<file path="src/rtl/life_scan_reader_if.sv">
// Cell stream from the life scan reader to the display/UART side.
// One cell per transfer, row-major, valid/ready handshake.
//   out_valid / out_ready : handshake
//   out_bit               : snapshot alive bit of the presented cell
//   out_row / out_col     : coordinates of the presented cell
//   out_eol / out_last    : end of row / end of frame markers
// master = reader (source), slave = consumer.
interface life_scan_reader_if #(
  parameter int ROWS = 8,
  parameter int COLS = 8,
  parameter int RW   = (ROWS > 1) ? $clog2(ROWS) : 1,
  parameter int CW   = (COLS > 1) ? $clog2(COLS) : 1
);
  logic          out_valid;
  logic          out_ready;
  logic          out_bit;
  logic [RW-1:0] out_row;
  logic [CW-1:0] out_col;
  logic          out_eol;
  logic          out_last;

  modport master (
    output out_valid, out_bit, out_row, out_col, out_eol, out_last,
    input  out_ready
  );

  modport slave (
    input  out_valid, out_bit, out_row, out_col, out_eol, out_last,
    output out_ready
  );
endinterface

</file>
<file path="src/rtl/life_scan_reader.sv">
// Readback engine for the Life cell array.
// On start (in IDLE) the whole alive vector is snapshotted in one cycle and
// streamed out one cell per transfer, row-major, over out_if. A live-cell
// population count is accumulated and published in the single DONE cycle.
//   clk, reset : clock, synchronous active-high reset
//   start      : request one frame (ignored unless idle)
//   cells      : alive bits, cell (r,c) at bit r*COLS+c
//   busy       : high in STREAM and DONE
//   done       : one-cycle pulse after the last transfer
//   pop_count  : live cells in the last completed frame
//   out_if     : cell stream (master side)
module life_scan_reader #(
  parameter int ROWS = 8,
  parameter int COLS = 8,
  parameter int RW   = (ROWS > 1) ? $clog2(ROWS) : 1,
  parameter int CW   = (COLS > 1) ? $clog2(COLS) : 1,
  parameter int PW   = $clog2(ROWS*COLS+1)
) (
  input  logic                   clk,
  input  logic                   reset,
  input  logic                   start,
  input  logic [ROWS*COLS-1:0]   cells,
  output logic                   busy,
  output logic                   done,
  output logic [PW-1:0]          pop_count,
  life_scan_reader_if.master     out_if
);
  localparam int N  = ROWS * COLS;
  localparam int IW = (N > 1) ? $clog2(N) : 1;

  typedef enum logic [1:0] {IDLE, STREAM, FIN} state_t;

  state_t         state;
  logic [N-1:0]   snap;
  logic [RW-1:0]  row;
  logic [CW-1:0]  col;
  logic [PW-1:0]  acc;
  logic           valid;
  logic [IW-1:0]  idx;
  logic           cur_bit;
  logic           at_eol;
  logic           at_last;

  assign idx     = IW'(row * COLS + col);
  assign cur_bit = snap[idx];
  assign at_eol  = (col == CW'(COLS - 1));
  assign at_last = at_eol && (row == RW'(ROWS - 1));

  // Markers are qualified with valid so the idle/reset view is all zero,
  // even in the degenerate COLS=1 case where col==COLS-1 always holds.
  assign out_if.out_valid = valid;
  assign out_if.out_bit   = valid & cur_bit;
  assign out_if.out_row   = row;
  assign out_if.out_col   = col;
  assign out_if.out_eol   = valid & at_eol;
  assign out_if.out_last  = valid & at_last;

  always_ff @(posedge clk) begin
    if (reset) begin
      state     <= IDLE;
      snap      <= '0;
      row       <= '0;
      col       <= '0;
      acc       <= '0;
      valid     <= 1'b0;
      busy      <= 1'b0;
      done      <= 1'b0;
      pop_count <= '0;
    end else begin
      case (state)
        IDLE: begin
          if (start) begin
            snap  <= cells;
            row   <= '0;
            col   <= '0;
            acc   <= '0;
            valid <= 1'b1;
            busy  <= 1'b1;
            state <= STREAM;
          end
        end
        STREAM: begin
          if (out_if.out_ready) begin
            acc <= acc + PW'(cur_bit);
            if (at_last) begin
              // Publish including the cell being transferred right now.
              pop_count <= acc + PW'(cur_bit);
              done      <= 1'b1;
              valid     <= 1'b0;
              row       <= '0;
              col       <= '0;
              state     <= FIN;
            end else if (at_eol) begin
              col <= '0;
              row <= row + RW'(1);
            end else begin
              col <= col + CW'(1);
            end
          end
        end
        FIN: begin
          done  <= 1'b0;
          busy  <= 1'b0;
          state <= IDLE;
        end
        default: state <= IDLE;
      endcase
    end
  end
endmodule

</file>
<file path="src/flat_wrapper.sv">
// flat-port wrapper written by rule: the top's interface ports become plain ports
module life_scan_reader_flat 
#(
  parameter int ROWS = 8,
  parameter int COLS = 8,
  parameter int RW   = (ROWS > 1) ? $clog2(ROWS) : 1,
  parameter int CW   = (COLS > 1) ? $clog2(COLS) : 1,
  parameter int PW   = $clog2(ROWS*COLS+1)
)
  (clk, reset, start, cells, busy, done, pop_count, out_if_out_valid, out_if_out_bit, out_if_out_row, out_if_out_col, out_if_out_eol, out_if_out_last, out_if_out_ready);
  life_scan_reader_if #(.ROWS(ROWS), .COLS(COLS), .RW(RW), .CW(CW)) out_if_i ();
  input  logic clk;
  input  logic reset;
  input  logic start;
  input  logic [ROWS*COLS-1:0] cells;
  output logic busy;
  output logic done;
  output logic [PW-1:0] pop_count;
  output wire logic [$bits(out_if_i.out_valid)-1:0] out_if_out_valid;
  output wire logic [$bits(out_if_i.out_bit)-1:0] out_if_out_bit;
  output wire logic [$bits(out_if_i.out_row)-1:0] out_if_out_row;
  output wire logic [$bits(out_if_i.out_col)-1:0] out_if_out_col;
  output wire logic [$bits(out_if_i.out_eol)-1:0] out_if_out_eol;
  output wire logic [$bits(out_if_i.out_last)-1:0] out_if_out_last;
  input wire logic [$bits(out_if_i.out_ready)-1:0] out_if_out_ready;
  assign out_if_out_valid = out_if_i.out_valid;
  assign out_if_out_bit = out_if_i.out_bit;
  assign out_if_out_row = out_if_i.out_row;
  assign out_if_out_col = out_if_i.out_col;
  assign out_if_out_eol = out_if_i.out_eol;
  assign out_if_out_last = out_if_i.out_last;
  assign out_if_i.out_ready = out_if_out_ready;
  life_scan_reader #(.ROWS(ROWS), .COLS(COLS), .RW(RW), .CW(CW), .PW(PW)) u_core (.clk(clk), .reset(reset), .start(start), .cells(cells), .busy(busy), .done(done), .pop_count(pop_count), .out_if(out_if_i));
endmodule
</file>
<file path="config.mk">
export PLATFORM = sky130hd
export DESIGN_NAME = life_scan_reader_flat
export DESIGN_NICKNAME = d
export VERILOG_FILES = /design/src/rtl/life_scan_reader_if.sv /design/src/rtl/life_scan_reader.sv /design/src/flat_wrapper.sv
export SDC_FILE = /design/constraint.sdc
export NUM_CORES = 1
export LEC_CHECK = 0
export CAP_MARGIN = 5
export CELL_PAD_IN_SITES_DETAIL_PLACEMENT = 1
export CELL_PAD_IN_SITES_GLOBAL_PLACEMENT = 2
export CORE_UTILIZATION = 29
export DETAILED_ROUTE_END_ITERATION = 6
export PLACE_DENSITY_LB_ADDON = 0.1
export SYNTH_ARGS = -nofsm -noshare
export SYNTH_HDL_FRONTEND = slang
export SYNTH_SLANG_ARGS = --single-unit
</file>
<file path="constraint.sdc">
create_clock -name clk -period 3.4 [get_ports clk]
set_input_delay 0.34 -clock clk [delete_from_list [all_inputs] [get_ports clk]]
set_output_delay 0.34 -clock clk [all_outputs]
set_load 0.05 [all_outputs]
</file>
==> metrics.cfg, run 1 <==
[floorplan]
initial_core_util_pct=30.2
dieWidth_um=117
die_area_mm2=0.0137
fp-row-count=41
io_pins=87
chipHeight_um=117
fp.coreArea_mm2=0.0128

[hold_path]
min_path_type=primary input to register

[clocking]
insertion_delay_ns=0.35
hold_buffers=0
htree_levels=3
cts_tree=yes
clockRootBuffer=clkbuf_16
clk_path_buf_depth=2
clkSinkCount=89
clkTransAtPathRegs_ns=0.06
numCtsBuffers=9

[sta]
clock_skew_ns=0.00331
max_freq_mhz=315
hold_viol=0
rsz0062_at_grt=no
whs_ns=0.384
setup_violations=0
tightest_slew_ns=0.712
min_period_ns=3.17
slew_violations=0
setup-tns-final_ns=0
period_share_pct=93.3
maxSlewHeadroom_pct=52.3

[setup_path]
arrival_ns=3.39
r2r_slack_ns=0.23
critPathKind=register to register
worstPathMaxFanout=9
critPathCaptureType=register
critPathRequiredTime_ns=3.62
cp-start-kind=register

[cells_and_area]
final_cell_mix=nand2_1, dfxtp_1, clkdlybuf4s50_1
drive_above_1_share_pct=9.02
fillers=1478
num_antenna_cells=0
syn2layout_area_growth_pct=34.5
final_common_cell=nand2_1
layout.nets=601

[logic_synthesis]
synth_flop_cell=dfxtp_1
syn_avg_cell_area_um2=8.52
synth-seq-cells=89
synth_async_sr_flop_share_pct=0
synth_edf_count=0
postSynthCellCount=452
yosysSeqAreaShare_pct=46.2
synthesis.area_mm2=0.00385
ys_warn_count=0
synth.distinct_cells=39
synth_nets=526

[detailed_routing]
drtAntennaViolNets=0
drcViolationCount=0
viasPerCell=4.77
dr_total_vias=3357
drtPass1Iterations=4
drt_iter0_markers=169
routedWlPerCell_um=15.2
drt_wl_total_um=10700

[pwr]
switching_share_pct=23.9
combPwrFrac_pct=11.4
internal-power_mw=1.84
p_clk_share_pct=42.2
leakagePower_nw=1.88
p_seq_share_pct=46.4
p_sw_uw=579
ir_drop_mv=0.246
power_density_mw_per_mm2=467

[global_route]
grt_pass1_vias=3393
grt-ovfl-total=0
track_usage_pct=16.7
grt_max_degree=66
grt_antenna_before_repair=0
grt_pass1_wl_um=17100

[status]
status=complete, no violations

[placement]
dpl.hpwl_um=7830
port_buffers=86
gp_congestion=0.711

[run]
cap_viol_max_count=0

## stage by stage
step	utilization [%]	area (um^2)	total power, mW	setup WS [ns]	instances
final	40.6	5180	2.42	0.229	704
after global routing	40.6	5180	2.52	0.0298	704
after CTS	40.5	5170	2.45	0.150	704
after detailed placement	38.1	4860	1.43	0.184	688
after global placement	38.1	4860	1.42	0.274	688
after floorplan	-	3850	1.29	0.0104	452
## cells by family (layout without fill, tap and decap cells)
group	count (synthesis)	after routing	synth area share, %
and+or+nand+nor	193	193	21.1
xor gates and xnor gates	6	6	1.36
AOI/OAI and AO/OA	101	101	14.5
adders and majority gates	6	6	1.95
buffers and inverters	35	115	3.93
muxes	22	22	10.9
DFF	89	89	46.2
## cell type report
| type | instances | area (um^2) | area share (%) |
|---|---|---|---|
| Clock inverter | 4 | 51.3 | 0.990 |
| Inverter | 3 | 11.3 | 0.217 |
| Tap cell | 172 | 215 | 4.15 |
| Sequential cell | 89 | 1780 | 34.4 |
| Multi-Input combinational cell | 328 | 1930 | 37.3 |
| Clock buffer | 12 | 256 | 4.95 |
| Timing Repair Buffer | 96 | 930 | 17.9 |
## what timing repair did
item / in CTS / in global routing
setup endpoints to repair: 0 / 1
endpoints found under the hold margin: 0 / 0
resized for setup: 0 / 2
setup buffers: 0 / 0
## sequential cells by signal (all words and copies together), names as in the netlist
signal,cells
u_core.out_if.out_valid,1
u_core.acc,7
u_core.done,1
u_core.pop_count,7
u_core.out_if.out_row,3
u_core.out_if.out_col,3
u_core.busy,1
u_core.snap,64
u_core.state,2
## power by group through the flow
stage               Sequential (mW)  Combinational, mW  Clock, mW
finish                         1.12              0.276       1.02
global route                   1.13              0.305       1.09
CTS                            1.12              0.282       1.05
detailed placement             1.15              0.281          0
global placement               1.15              0.275          0
floorplan                      1.14              0.147          0
## cells in the mapped netlist, drive strengths merged, types with 2 or more instances
library cell	count	area, um^2
nor2b	4	25.0
nand3	6	30.0
o21a	2	15.0
o21ai	6	30.0
and3b	2	17.5
or3	2	12.5
ha	6	75.1
clkbuf	23	86.3
mux2i	6	60.1
xnor2	3	26.3
a22oi	4	30.0
a211oi	8	60.1
nand2b	3	18.8
xor2	3	26.3
inv	2	7.51
and3	5	31.3
mux4	16	360
nor2	19	71.3
nand3b	2	15.0
nand2	142	533
buf	9	53.8
dfxtp	89	1780
a21oi	76	380
and2	2	12.5
a2bb2oi	2	17.5
## worst max-delay path, stage by stage, from the launching register on
cell       delay (ns)
dfxtp_1          0.36
buf_6            0.18
mux4_2           0.52
mux4_2           0.48
mux2i_1          0.17
nand2_1          0.10
o31a_1           0.14
ha_1             0.23
and4_1           0.26
and3_1           0.22
xnor2_2          0.16
a2bb2oi_1        0.18
nor2_1           0.06
## metal layers
layer | wire [um] | vias to the layer above | part of all wire [%] | global-route usage [%]
li1 | - | 1690 | - | -
met1 | 4710 | 1590 | 44 | 19.8
met2 | 5410 | 64 | 50 | 29.1
met3 | 431 | 13 | 4.0 | 4.99
met4 | 169 | 0 | 1.6 | 5.23
met5 | 0 | - | 0 | 0
## final timing paths
check	endpoint	depth (start not counted)	startpoint
setup / recovery	u_core.acc[6]	12	u_core.out_if.out_col[0]
hold / removal	u_core.snap[42]	2	reset
setup reg to reg	u_core.acc[6]	12	u_core.out_if.out_col[0]
hold reg to reg	u_core.snap[6]	2	u_core.snap[6]
Note: power is estimated with default switching activity, not from simulation.
==> run 2, diff against run 1 <==
--- a/config.mk
+++ b/config.mk
@@ -11,6 +11,7 @@
 export CORE_UTILIZATION = 29
 export DETAILED_ROUTE_END_ITERATION = 6
 export PLACE_DENSITY_LB_ADDON = 0.1
+export SKIP_LAST_GASP = 1
 export SYNTH_ARGS = -nofsm -noshare
 export SYNTH_HDL_FRONTEND = slang
 export SYNTH_SLANG_ARGS = --single-unit
==> results of run 2 <==
The final DEF is identical to that of run 1; final timing and power are the same.
==> run 3, diff against run 2 <==
--- a/config.mk
+++ b/config.mk
@@ -10,8 +10,9 @@
 export CELL_PAD_IN_SITES_GLOBAL_PLACEMENT = 2
 export CORE_UTILIZATION = 29
 export DETAILED_ROUTE_END_ITERATION = 6
+export GPL_ROUTABILITY_DRIVEN = 0
 export PLACE_DENSITY_LB_ADDON = 0.1
-export SKIP_LAST_GASP = 1
+export RECOVER_POWER = 25
 export SYNTH_ARGS = -nofsm -noshare
 export SYNTH_HDL_FRONTEND = slang
 export SYNTH_SLANG_ARGS = --single-unit
==> metrics.cfg, run 3 (same netlist as run 1, synthesis figures left out) <==
[clocking]
numCtsBuffers=9
clockRootBuffer=clkbuf_16
clkTransAtPathRegs_ns=0.06
htree_levels=3
cts_resized=0
cts_tree=yes
insertion_delay_ns=0.35
clk_path_buf_depth=2
clkSinkCount=89
cts_setup_buffers=0
hold_buffers=0

[cells_and_area]
layout.nets=601
syn2layout_area_growth_pct=34.4
max_flop_register=u_core.snap
final_util_pct=40.5
num_antenna_cells=0
drive_above_1_share_pct=9.02
final_area_mm2=0.00518
layout.cells.non_filler=704
final_cell_mix=nand2_1, dfxtp_1, clkdlybuf4s50_1
reg_top3=u_core.snap: 64 flops, u_core.acc: 7 flops, u_core.pop_count: 7 flops
final_common_cell=nand2_1
largest_register_ffs=64

[global_route]
grt_antenna_before_repair=0
grt_pass1_vias=3393
grt_max_degree=66
track_usage_pct=16.7
grt-ovfl-total=0
grt_pass1_wl_um=17100

[setup_path]
critPathKind=register to register
r2r_slack_ns=0.23
path_common_cell=mux4_2
arrival_ns=3.39
worstPathMaxFanout=9
critPathRequiredTime_ns=3.62
cp_top_family=multiplexers
crit_path_start=u_core.out_if.out_col[0]
path_cells=buf_6, mux4_2, mux4_2, mux2i_1, nand2_1, o31a_1, ha_1, and4_1, and3_1, xnor2_2, a2bb2oi_1, nor2_1
critPathCaptureType=register
slowest_delay_ns=0.52
r2r_start=u_core.out_if.out_col[0]
slowest_stage=mux4_2
crit_buf_inv=1
cp-start-kind=register

[hold_path]
min_path_type=primary input to register
hp-start=reset

[floorplan]
initial_core_util_pct=30.2
io_pins=87
die_area_mm2=0.0137
fp-row-count=41
dieWidth_um=117
chipHeight_um=117
fp.coreArea_mm2=0.0128

[detailed_routing]
routedWlPerCell_um=15.2
drtAntennaViolNets=0
drt_wl_total_um=10700
drt_iter0_markers=155
dr_total_vias=3357
drtPass1Iterations=4
drcViolationCount=0
viasPerCell=4.77

[sta]
rsz0062_at_grt=no
min_period_ns=3.17
finalWorstSetupSlack_ns=0.230
slew_violations=0
setup_violations=0
whs_ns=0.384
hold_viol=0
tightest_slew_ns=1.31
maxSlewHeadroom_pct=12.7
clock_skew_ns=0.00346
setup-tns-final_ns=0
max_freq_mhz=315
period_share_pct=93.2

[placement]
port_buffers=86
dpl.hpwl_um=7830
place_ws_ns=0.184
placed_cell_area_mm2=0.00486
dp_cells=688

[run]
cap_viol_max_count=0

[pwr]
power_density_mw_per_mm2=467
leakagePower_nw=1.88
fin_total_pwr_mw=2.42
ir_drop_mv=0.246

[status]
status=complete, no violations

run 3: cell count changes in the layout (fill, tap and decap cells not counted), sizes merged:
| cell | before | now |
|---|---|---|
| clkbuf | 12 | 13 |
| buf | 13 | 12 |
run 3: path summary, 6_finish.rpt:
kind	end	cells after the start
max reg2reg	u_core.acc[6]	12
min reg2reg	u_core.snap[6]	2
min	u_core.snap[42]	2
max	u_core.acc[6]	12
run 3: report_power, final:
| part | switching (mW) | internal (mW) |
|---|---|---|
| clock | 0.410 | 0.610 |
| combinational | 0.136 | 0.140 |
| sequential | 0.0320 | 1.09 |
| total | 0.578 | 1.84 |
run 3: metal layers:
layer | GRT usage, % | vias up | share of wire [%]
met5 | 0 | - | 0
met4 | 5.23 | 0 | 1.6
met3 | 4.99 | 13 | 4.0
met1 | 19.8 | 1590 | 44
met2 | 29.1 | 64 | 50
li1 | - | 1690 | -
run 3: area by class of cell:
| class | count | area, um^2 |
|---|---|---|
| Fill cell | 1477 | 7590 |
| Multi-Input combinational cell | 328 | 1930 |
| Sequential cell | 89 | 1780 |
| Timing Repair Buffer | 96 | 927 |
| Clock buffer | 12 | 256 |
| Tap cell | 172 | 215 |
| Clock inverter | 4 | 51.3 |
| Inverter | 3 | 11.3 |
run 3: worst register-to-register path, delay by kind of cell, from the launching register on:
kind / cells / cell delay (ns)
fa+ha+maj: 1 / 0.23
compound gates: 2 / 0.33
xor+xnor: 1 / 0.16
flops: 1 / 0.36
buf+inv: 1 / 0.18
simple gates: 4 / 0.64
mux: 3 / 1.17
